[src/rtl/clock_period_meter.sv]
// ---------------------------------------------------------------------------
// clock_period_meter
//
// Measures a slow, clock-like signal against the board clock. It reports the
// last complete high time, low time and period of that signal, counted in
// clk_in cycles. sig_in is asynchronous to clk_in, so it passes through a
// two-flop synchroniser before any use.
//
// Ports:
//   clk_in      in   board clock; all registers are clocked on its posedge
//   rst_n       in   synchronous active-low reset
//   sig_in      in   asynchronous signal under measurement
//   level       out  synchronised level of sig_in
//   high_out    out  [CNT_W] last complete high time
//   low_out     out  [CNT_W] last complete low time
//   period_out  out  [CNT_W] high + low, saturating at all-ones
//   meas_valid  out  one-cycle pulse when the three measurements update
//   stalled     out  no edge seen for TIMEOUT cycles
// ---------------------------------------------------------------------------
module clock_period_meter #(
   parameter int CNT_W   = 28,
   parameter int TIMEOUT = 250000000
) (
   input  logic             clk_in,
   input  logic             rst_n,
   input  logic             sig_in,
   output logic             level,
   output logic [CNT_W-1:0] high_out,
   output logic [CNT_W-1:0] low_out,
   output logic [CNT_W-1:0] period_out,
   output logic             meas_valid,
   output logic             stalled
);

   localparam logic [CNT_W-1:0] CNT_ZERO = {CNT_W{1'b0}};
   localparam logic [CNT_W-1:0] CNT_ONE  = {{(CNT_W-1){1'b0}}, 1'b1};
   localparam logic [CNT_W-1:0] CNT_MAX  = {CNT_W{1'b1}};
   localparam logic [CNT_W-1:0] TMO_VAL  = CNT_W'(TIMEOUT);
   localparam logic [CNT_W-1:0] TMO_M1   = CNT_W'(TIMEOUT - 1);

   typedef enum logic [1:0] {
      ST_IDLE  = 2'd0,
      ST_ARMED = 2'd1,
      ST_HIGH  = 2'd2,
      ST_LOW   = 2'd3
   } state_t;

   state_t           state_r;
   state_t           fsm_nxt_s;
   state_t           state_nxt_s;

   logic             s1_r;
   logic             s2_r;
   logic             prev_r;
   logic [1:0]       sync_fill_r;
   logic [CNT_W-1:0] hi_cnt_r;
   logic [CNT_W-1:0] lo_cnt_r;
   logic [CNT_W-1:0] st_cnt_r;

   logic             rise_s;
   logic             fall_s;
   logic             edge_s;
   logic             stall_hit_s;
   logic             sync_ready_s;
   logic             load_hi_s;
   logic             inc_hi_s;
   logic             load_lo_s;
   logic             inc_lo_s;
   logic             capture_s;
   logic [CNT_W-1:0] hi_inc_s;
   logic [CNT_W-1:0] lo_inc_s;
   logic [CNT_W:0]   sum_s;
   logic [CNT_W-1:0] period_s;

   assign level  = s2_r;
   assign rise_s = s2_r & ~prev_r;
   assign fall_s = ~s2_r & prev_r;
   assign edge_s = rise_s | fall_s;

   // The stall fires once, on the cycle the counter would reach TIMEOUT;
   // an edge in that same cycle takes priority.
   assign stall_hit_s = ~edge_s & (st_cnt_r == TMO_M1);

   // The synchroniser's reset zeros are not a real low level of sig_in. IDLE
   // only trusts s2 once sig_in has actually propagated through both flops,
   // otherwise a signal held high across reset would look like a fresh rise.
   assign sync_ready_s = sync_fill_r[1];

   assign hi_inc_s = (hi_cnt_r == CNT_MAX) ? CNT_MAX : (hi_cnt_r + CNT_ONE);
   assign lo_inc_s = (lo_cnt_r == CNT_MAX) ? CNT_MAX : (lo_cnt_r + CNT_ONE);
   assign sum_s    = {1'b0, hi_cnt_r} + {1'b0, lo_cnt_r};
   assign period_s = sum_s[CNT_W] ? CNT_MAX : sum_s[CNT_W-1:0];

   // Next-state and counter control strobes for the measurement FSM.
   always_comb begin
      fsm_nxt_s = state_r;
      load_hi_s = 1'b0;
      inc_hi_s  = 1'b0;
      load_lo_s = 1'b0;
      inc_lo_s  = 1'b0;
      capture_s = 1'b0;
      case (state_r)
         ST_IDLE: begin
            if (sync_ready_s && !s2_r) begin
               fsm_nxt_s = ST_ARMED;
            end else begin
               fsm_nxt_s = ST_IDLE;
            end
         end
         ST_ARMED: begin
            if (rise_s) begin
               fsm_nxt_s = ST_HIGH;
               load_hi_s = 1'b1;
            end else begin
               fsm_nxt_s = ST_ARMED;
            end
         end
         ST_HIGH: begin
            if (fall_s) begin
               fsm_nxt_s = ST_LOW;
               load_lo_s = 1'b1;
            end else begin
               fsm_nxt_s = ST_HIGH;
               inc_hi_s  = 1'b1;
            end
         end
         ST_LOW: begin
            if (rise_s) begin
               fsm_nxt_s = ST_HIGH;
               load_hi_s = 1'b1;
               capture_s = 1'b1;
            end else begin
               fsm_nxt_s = ST_LOW;
               inc_lo_s  = 1'b1;
            end
         end
         default: begin
            fsm_nxt_s = ST_IDLE;
         end
      endcase
      // A stall abandons any measurement in progress; stall_hit_s and
      // capture_s are mutually exclusive because capture needs an edge.
      state_nxt_s = stall_hit_s ? ST_IDLE : fsm_nxt_s;
   end

   // FSM state register.
   always_ff @(posedge clk_in) begin
      if (!rst_n) begin
         state_r <= ST_IDLE;
      end else begin
         state_r <= state_nxt_s;
      end
   end

   // Input synchroniser, edge history and synchroniser fill tracking.
   always_ff @(posedge clk_in) begin
      if (!rst_n) begin
         s1_r        <= 1'b0;
         s2_r        <= 1'b0;
         prev_r      <= 1'b0;
         sync_fill_r <= 2'b00;
      end else begin
         s1_r        <= sig_in;
         s2_r        <= s1_r;
         prev_r      <= s2_r;
         sync_fill_r <= {sync_fill_r[0], 1'b1};
      end
   end

   // High/low phase counters and the captured measurement outputs.
   always_ff @(posedge clk_in) begin
      if (!rst_n) begin
         hi_cnt_r   <= CNT_ZERO;
         lo_cnt_r   <= CNT_ZERO;
         high_out   <= CNT_ZERO;
         low_out    <= CNT_ZERO;
         period_out <= CNT_ZERO;
         meas_valid <= 1'b0;
      end else begin
         if (load_hi_s) begin
            hi_cnt_r <= CNT_ONE;
         end else if (inc_hi_s) begin
            hi_cnt_r <= hi_inc_s;
         end
         if (load_lo_s) begin
            lo_cnt_r <= CNT_ONE;
         end else if (inc_lo_s) begin
            lo_cnt_r <= lo_inc_s;
         end
         if (capture_s) begin
            high_out   <= hi_cnt_r;
            low_out    <= lo_cnt_r;
            period_out <= period_s;
         end
         meas_valid <= capture_s;
      end
   end

   // Edge-free cycle counter and the stalled flag.
   always_ff @(posedge clk_in) begin
      if (!rst_n) begin
         st_cnt_r <= CNT_ZERO;
         stalled  <= 1'b0;
      end else begin
         if (edge_s) begin
            st_cnt_r <= CNT_ZERO;
         end else if (st_cnt_r != TMO_VAL) begin
            st_cnt_r <= st_cnt_r + CNT_ONE;
         end
         if (edge_s) begin
            stalled <= 1'b0;
         end else if (stall_hit_s) begin
            stalled <= 1'b1;
         end
      end
   end

endmodule

[config.mk]
export PLATFORM = sky130hd
export DESIGN_NAME = clock_period_meter
export DESIGN_NICKNAME = d
export VERILOG_FILES = /design/src/rtl/clock_period_meter.sv
export SDC_FILE = /design/constraint.sdc
export NUM_CORES = 1
export LEC_CHECK = 0
export CAP_MARGIN = 5
export CORE_MARGIN = 5
export CORE_UTILIZATION = 50
export DETAILED_ROUTE_END_ITERATION = 8
export PLACE_DENSITY = 0.72
export SLEW_MARGIN = 10
export SYNTH_ARGS = -nofsm -noshare
export SYNTH_HDL_FRONTEND = slang
export SYNTH_SLANG_ARGS = --single-unit
[constraint.sdc]
create_clock -name clk_in -period 3.8 [get_ports clk_in]
set_input_delay 0.38 -clock clk_in [delete_from_list [all_inputs] [get_ports clk_in]]
set_output_delay 0.38 -clock clk_in [all_outputs]
set_load 0.01 [all_outputs]
==> results of run 1 <==
-- worst paths after layout --
| path | start | end | slack [ns] |
|---|---|---|---|
| max | lo_cnt_r[0]$_SDFFE_PN0P_ | period_out[26]$_SDFFE_PN0P_ | 0.44 |
| min | sync_fill_r[0]$_DFF_P_ | sync_fill_r[1]$_SDFF_PN0_ | 0.43 |
| max reg2reg | lo_cnt_r[0]$_SDFFE_PN0P_ | period_out[26]$_SDFFE_PN0P_ | 0.44 |
| min reg2reg | sync_fill_r[0]$_DFF_P_ | sync_fill_r[1]$_SDFF_PN0_ | 0.43 |
-- flip-flops by register name, indices dropped and copies added (netlist names) --
register / flops
hi_cnt_r: 28
high_out: 28
lo_cnt_r: 28
low_out: 28
period_out: 28
st_cnt_r: 28
state_r: 2
sync_fill_r: 2
level: 1
meas_valid: 1
prev_r: 1
s1_r: 1
stalled: 1
-- report_power, final --
group | internal [mW] | total [mW] | leakage, nW | switching, mW
logic | 0.0206 | 0.0613 | 1.91 | 0.0406
registers | 1.86 | 1.87 | 1.43 | 0.00842
clock network | 0.990 | 1.78 | 0.283 | 0.786
total | 2.87 | 3.71 | 3.62 | 0.835
-- worst register-to-register path, delay by kind of cell (launching register included) --
family | cells | cell delay (ns)
adders and majority gates | 2 | 0.47
AOI/OAI and AO/OA | 9 | 2.41
DFF | 1 | 0.43
-- stage by stage --
step / instances / hold WS [ns]
2_1_floorplan: 964 / 0.408
3_3_place_gp: 1234 / 0.416
3_5_place_dp: 1234 / 0.419
4_1_cts: 1266 / 0.437
5_1_grt: 1266 / 0.463
6_report: 1266 / 0.434
-- cells in the final DEF (no fill, tap or decap), types with 5 or more instances in the layout --
cell and count:
and4_1 7, inv_1 12, mux2i_1 9, and2_1 10
a21oi_1 67, nor2_1 74, a21boi_0 58, and3_1 19
clkdlybuf4s50_1 88, nand2_1 170, xor2_1 56, a21o_1 10
nand4_1 17, o21ai_0 17, ha_1 34, a21oi_2 5
o221a_1 22, inv_6 5, o21a_1 5, dfxtp_1 177
xnor2_1 30, nor3_1 15, nand3_1 38, nand2b_1 5
clkbuf_16 17, o221a_2 6
-- routing by layer --
| metal | part of all wire (%) | up-vias | wire length (um) | track usage [%] |
|---|---|---|---|---|
| met5 | 0 | - | 0 | 0 |
| met4 | 2.2 | 0 | 427 | 6.02 |
| met3 | 3.8 | 31 | 731 | 4.73 |
| met2 | 46 | 131 | 8850 | 31.7 |
| met1 | 48 | 3238 | 9180 | 26.6 |
| li1 | - | 3516 | - | - |
-- cell families after synthesis --
| group | after synthesis |
|---|---|
| simple gates | 385 |
| compound gates | 215 |
| flops | 177 |
| xor+xnor | 86 |
| buf+inv | 57 |
| fa+ha+maj | 35 |
| mux | 9 |
-- cell type report --
class,count,share of cell area [%]
Timing Repair Buffer,94,9.32
Clock buffer,17,4.23
Tap cell,220,2.74
Sequential cell,177,35.3
Inverter,13,0.486
Multi-Input combinational cell,730,46.2
Clock inverter,15,1.72
==> flow_summary.json, run 1 <==
{
  "outcome": "completed",
  "setup_ws_ns": 0.442,
  "ant_nets": 0,
  "fin_worst_skew_ns": 0.00892,
  "drv_cap": 0,
  "slew_violations": 0,
  "yosys.area.top_type": "dfxtp_1",
  "grt_overflow": 0,
  "crit_path_max_incr_delay_ns": 0.75,
  "die_area_um2": 19600,
  "die_w_um": 140,
  "setup_tns_ns": 0,
  "vias_per_cell": 5.46,
  "slowest_stage": "a211o_1",
  "hpwl_um": 13600,
  "grt_pass1_vias": 6382,
  "crit_path_frequent_cell": "o211ai_2",
  "worst_pin_slew_ns": 1.07,
  "die_y_um": 140,
  "first_iter_violations": 413,
  "numCtsBuffers": 17,
  "io_buffers": 89,
  "synthFlopType": "dfxtp_1",
  "routedWlPerCell_um": 15.2,
  "crit_path_end_kind": "flip-flop",
  "hold_buffers": 0,
  "netlist_instances": 964,
  "grt_pass1_wl_um": 32000,
  "drive_above_1_share_pct": 6.41,
  "hp-class": "reg -> reg",
  "final_hold_viol_count": 0,
  "cp_max_fo": 28,
  "finalWirelength_um": 19200,
  "setup_violations": 0,
  "synthMuxAreaShare_pct": 1.07,
  "dr_total_vias": 6916,
  "path_buf_inv": 0,
  "core_um2": 16600,
  "ios": 90,
  "grt_antenna_before_repair": 0,
  "crit_type": "reg -> reg",
  "cpLargestDelayFamily": "compound AO/OA/AOI/OAI gates",
  "rsz0062_at_grt": "no",
  "ys_warn_count": 0,
  "final_nets": 1071,
  "synth-compound-area-share_pct": 18.4,
  "utilization_pct": 60.6,
  "synth-edff-count": 0,
  "cts_root_buf": "clkbuf_16",
  "slew_headroom_pct": 28.3,
  "gp_congestion": 0.963,
  "yosys-top-cells-area": "dfxtp_1 42%, nand2_1 7.6%, xor2_1 5.8%",
  "dpl_worst_slack_ns": 0.482,
  "p_per_area_nw_per_um2": 369,
  "crit_arrival_ns": 3.72,
  "first_pass_iters": 5,
  "seq_area_frac_synth_pct": 42.0,
  "syn_nets": 1002,
  "power.total_mw": 3.71,
  "crit_cells": 11,
  "synth_top_family_by_area": "simple AND/OR/NAND/NOR gates",
  "async_reset_ff_share_pct": 0,
  "yosys-top-cells-count": "177 x dfxtp_1, 170 x nand2_1, 74 x nor2_1",
  "synth_top_area_share_pct": 42.0,
  "cts_tree": "done",
  "start_util_pct": 50.8,
  "n_fill_cell": 1471,
  "area_growth_pct": 19.2,
  "h-tree-depth": 4,
  "synth-simple-area-share_pct": 21.4,
  "synth-xor-area-share_pct": 8.94,
  "fmax_mhz": 298,
  "syn_area_per_cell_um2": 8.74,
  "cp.required_ns": 4.17,
  "min_path_cells": 1,
  "synth_most_common_cell": "dfxtp_1",
  "rr_worst_depth": 11,
  "fin_crit_ns": 3.36,
  "fin_area_um2": 10000,
  "synth_seq_cells": 177,
  "vdd_drop_max_mv": 0.352,
  "clock-sinks": 177,
  "grt_util_all_layers_pct": 19.8,
  "worstSetupStartpointType": "flip-flop",
  "drc": 0,
  "cp_cell_sequence": "ha_1 > fa_1 > a21oi_2 > o211ai_2 > o211ai_2 > a22o_2 > o31ai_4 > a211oi_2 > o21bai_2 > a211o_1 > o221a_1",
  "total_leakage_power_nw": 3.62,
  "multi_input_area_um2": 4640,
  "clock_path_buffers": 2,
  "postCtsSetupRepairBufs": 0,
  "rows": 47,
  "grt_max_degree": 57,
  "clk_pin_slew_ns": 0.07,
  "synthAdderAreaFrac_pct": 5.29,
  "seq_area_um2": 3540,
  "dpl_cell_area_um2": 9450,
  "diodes": 0,
  "syn_area_um2": 8430,
  "clk-insertion-delay-late_ns": 0.43,
  "postCtsResizedCells": 0,
  "synthDistinctLibCells": 61,
  "period_share_pct": 88.4
}
Power figures use the tool's default switching activity.
==> run 2: changes to the inputs <==
==> constraint.sdc (replaced) <==
create_clock -name clk_in -period 3.25 [get_ports clk_in]
set_input_delay 0.325 -clock clk_in [delete_from_list [all_inputs] [get_ports clk_in]]
set_output_delay 0.325 -clock clk_in [all_outputs]
set_load 0.01 [all_outputs]
==> flow_summary.json, run 2 (same netlist as run 1, synthesis figures left out) <==
{
  "multi_input_area_um2": 4640,
  "crit_path_end_kind": "flip-flop",
  "gp_congestion": 0.955,
  "final_nets": 1080,
  "hpwl_um": 13700,
  "die_w_um": 140,
  "vias_per_cell": 5.44,
  "routedWlPerCell_um": 15.2,
  "numCtsBuffers": 17,
  "io_buffers": 89,
  "start_util_pct": 50.8,
  "drive_above_1_share_pct": 7.20,
  "rows": 47,
  "reg2reg_to": "period_out[17]$_SDFFE_PN0P_",
  "grt_pass1_wl_um": 32300,
  "clock-sinks": 177,
  "die_y_um": 140,
  "clock_path_buffers": 2,
  "cp_max_fo": 28,
  "cp.required_ns": 3.57,
  "grt_antenna_before_repair": 0,
  "final_hold_viol_count": 0,
  "first_pass_iters": 5,
  "vdd_drop_max_mv": 0.326,
  "rsz0062_at_grt": "no",
  "rr_worst_depth": 12,
  "utilization_pct": 60.9,
  "clk-insertion-delay-late_ns": 0.43,
  "h-tree-depth": 4,
  "clk_pin_slew_ns": 0.07,
  "setup_tns_ns": 0,
  "hp-class": "in -> reg",
  "final_common_cell": "dfxtp_1",
  "seq_area_um2": 3540,
  "worst_pin_slew_ns": 0.946,
  "fin_crit_ns": 3.04,
  "die_area_um2": 19600,
  "postCtsResizedCells": 0,
  "crit_type": "reg -> reg",
  "crit_arrival_ns": 3.36,
  "grt_util_all_layers_pct": 19.8,
  "drc": 0,
  "finalWirelength_um": 19300,
  "cts_root_buf": "clkbuf_16",
  "layout_common_cells": "177 x dfxtp_1, 170 x nand2_1, 88 x clkdlybuf4s50_1",
  "hold_buffers": 0,
  "total_leakage_power_nw": 3.66,
  "ios": 90,
  "setup_violations": 0,
  "dr_total_vias": 6942,
  "core_um2": 16600,
  "first_iter_violations": 484,
  "hp-start": "rst_n",
  "diodes": 0,
  "n_fill_cell": 1502,
  "min_path_cells": 2,
  "fmax_mhz": 329,
  "fin_worst_skew_ns": 0.0139,
  "slew_violations": 0,
  "rrSetupSlack_ns": 0.21,
  "grt_overflow": 0,
  "ant_nets": 0,
  "critical_path.reg2reg.startpoint": "hi_cnt_r[0]$_SDFFE_PN0P_",
  "period_share_pct": 93.6,
  "postCtsSetupRepairBufs": 0,
  "grt_pass1_vias": 6536,
  "slew_headroom_pct": 36.8,
  "cts_tree": "done",
  "worstSetupStartpointType": "flip-flop",
  "p_per_area_nw_per_um2": 424,
  "grt_max_degree": 57,
  "area_growth_pct": 19.8,
  "holdPathEnd": "period_out[24]$_SDFFE_PN0P_",
  "drv_cap": 0,
  "outcome": "completed"
}
==> run 2: changes by cell type in the layout (fill, tap and decap cells not counted), sizes merged <==
| cell | previous run | this run |
|---|---|---|
| inv | 21 | 20 |
| clkinvlp | 4 | 2 |
| clkinv | 1 | 4 |
| clkbuf | 17 | 18 |
| bufinv | 2 | 1 |
| buf | 6 | 15 |
==> run 2: metal layers <==
metal	routed length, um	track usage, %	share of wire [%]
met1	9290	26.6	48
met2	9140	32.8	47
met3	669	4.05	3.5
met4	221	4.74	1.1
met5	0	0	0
==> run 2: layout make-up <==
| cell class | instances | share of cell area [%] |
|---|---|---|
| sequential | 177 | 35.1 |
| inverter | 13 | 0.483 |
| clock buffer | 18 | 4.35 |
| multi-input combinational | 730 | 46.0 |
| tap | 220 | 2.73 |
| clock inverter | 14 | 1.44 |
| timing repair buffer | 103 | 9.94 |
==> run 2: worst max-delay path: stages (launching register included) <==
cell and delay (ns):
dfxtp_1 0.36, ha_1 0.24, fa_1 0.42, a21oi_2 0.21, o211ai_2 0.11, o211ai_2 0.09, a22o_2 0.25, o31ai_4 0.11
a211oi_2 0.28, o21bai_2 0.08, a211o_1 0.28, buf_4 0.23, o221a_2 0.27
==> run 2: how the worst max path moves through the flow <==
stage                                   from                          end  slack [ns]  cells after the start
floorplan           hi_cnt_r[0]$_SDFFE_PN0P_   period_out[1]$_SDFFE_PN0P_        0.41                     13
global placement    hi_cnt_r[0]$_SDFFE_PN0P_  period_out[17]$_SDFFE_PN0P_        0.26                     12
detailed placement  hi_cnt_r[0]$_SDFFE_PN0P_  period_out[17]$_SDFFE_PN0P_        0.23                     12
CTS                 hi_cnt_r[0]$_SDFFE_PN0P_  period_out[22]$_SDFFE_PN0P_        0.21                     12
global route        hi_cnt_r[0]$_SDFFE_PN0P_  period_out[22]$_SDFFE_PN0P_        0.06                     12
finish              hi_cnt_r[0]$_SDFFE_PN0P_  period_out[17]$_SDFFE_PN0P_        0.21                     12
==> run 2: power by group <==
group          internal [mW]  switching [mW]  leakage (nW)
registers               2.18         0.00987          1.43
logic                 0.0259          0.0485          1.95
clock network           1.10           0.918         0.284
==> run 2: through the flow <==
stage | total power [mW] | std cells | setup WS, ns | instance area (um2) | hold slack (ns)
2_1_floorplan | 2.29 | 964 | 0.406 | 8430 | 0.353
3_3_place_gp | 2.31 | 1243 | 0.260 | 9520 | 0.415
3_5_place_dp | 2.31 | 1243 | 0.232 | 9520 | 0.421
4_1_cts | 4.32 | 1275 | 0.207 | 10100 | 0.302
5_1_grt | 4.42 | 1275 | 0.0610 | 10100 | 0.311
6_report | 4.28 | 1275 | 0.208 | 10100 | 0.315
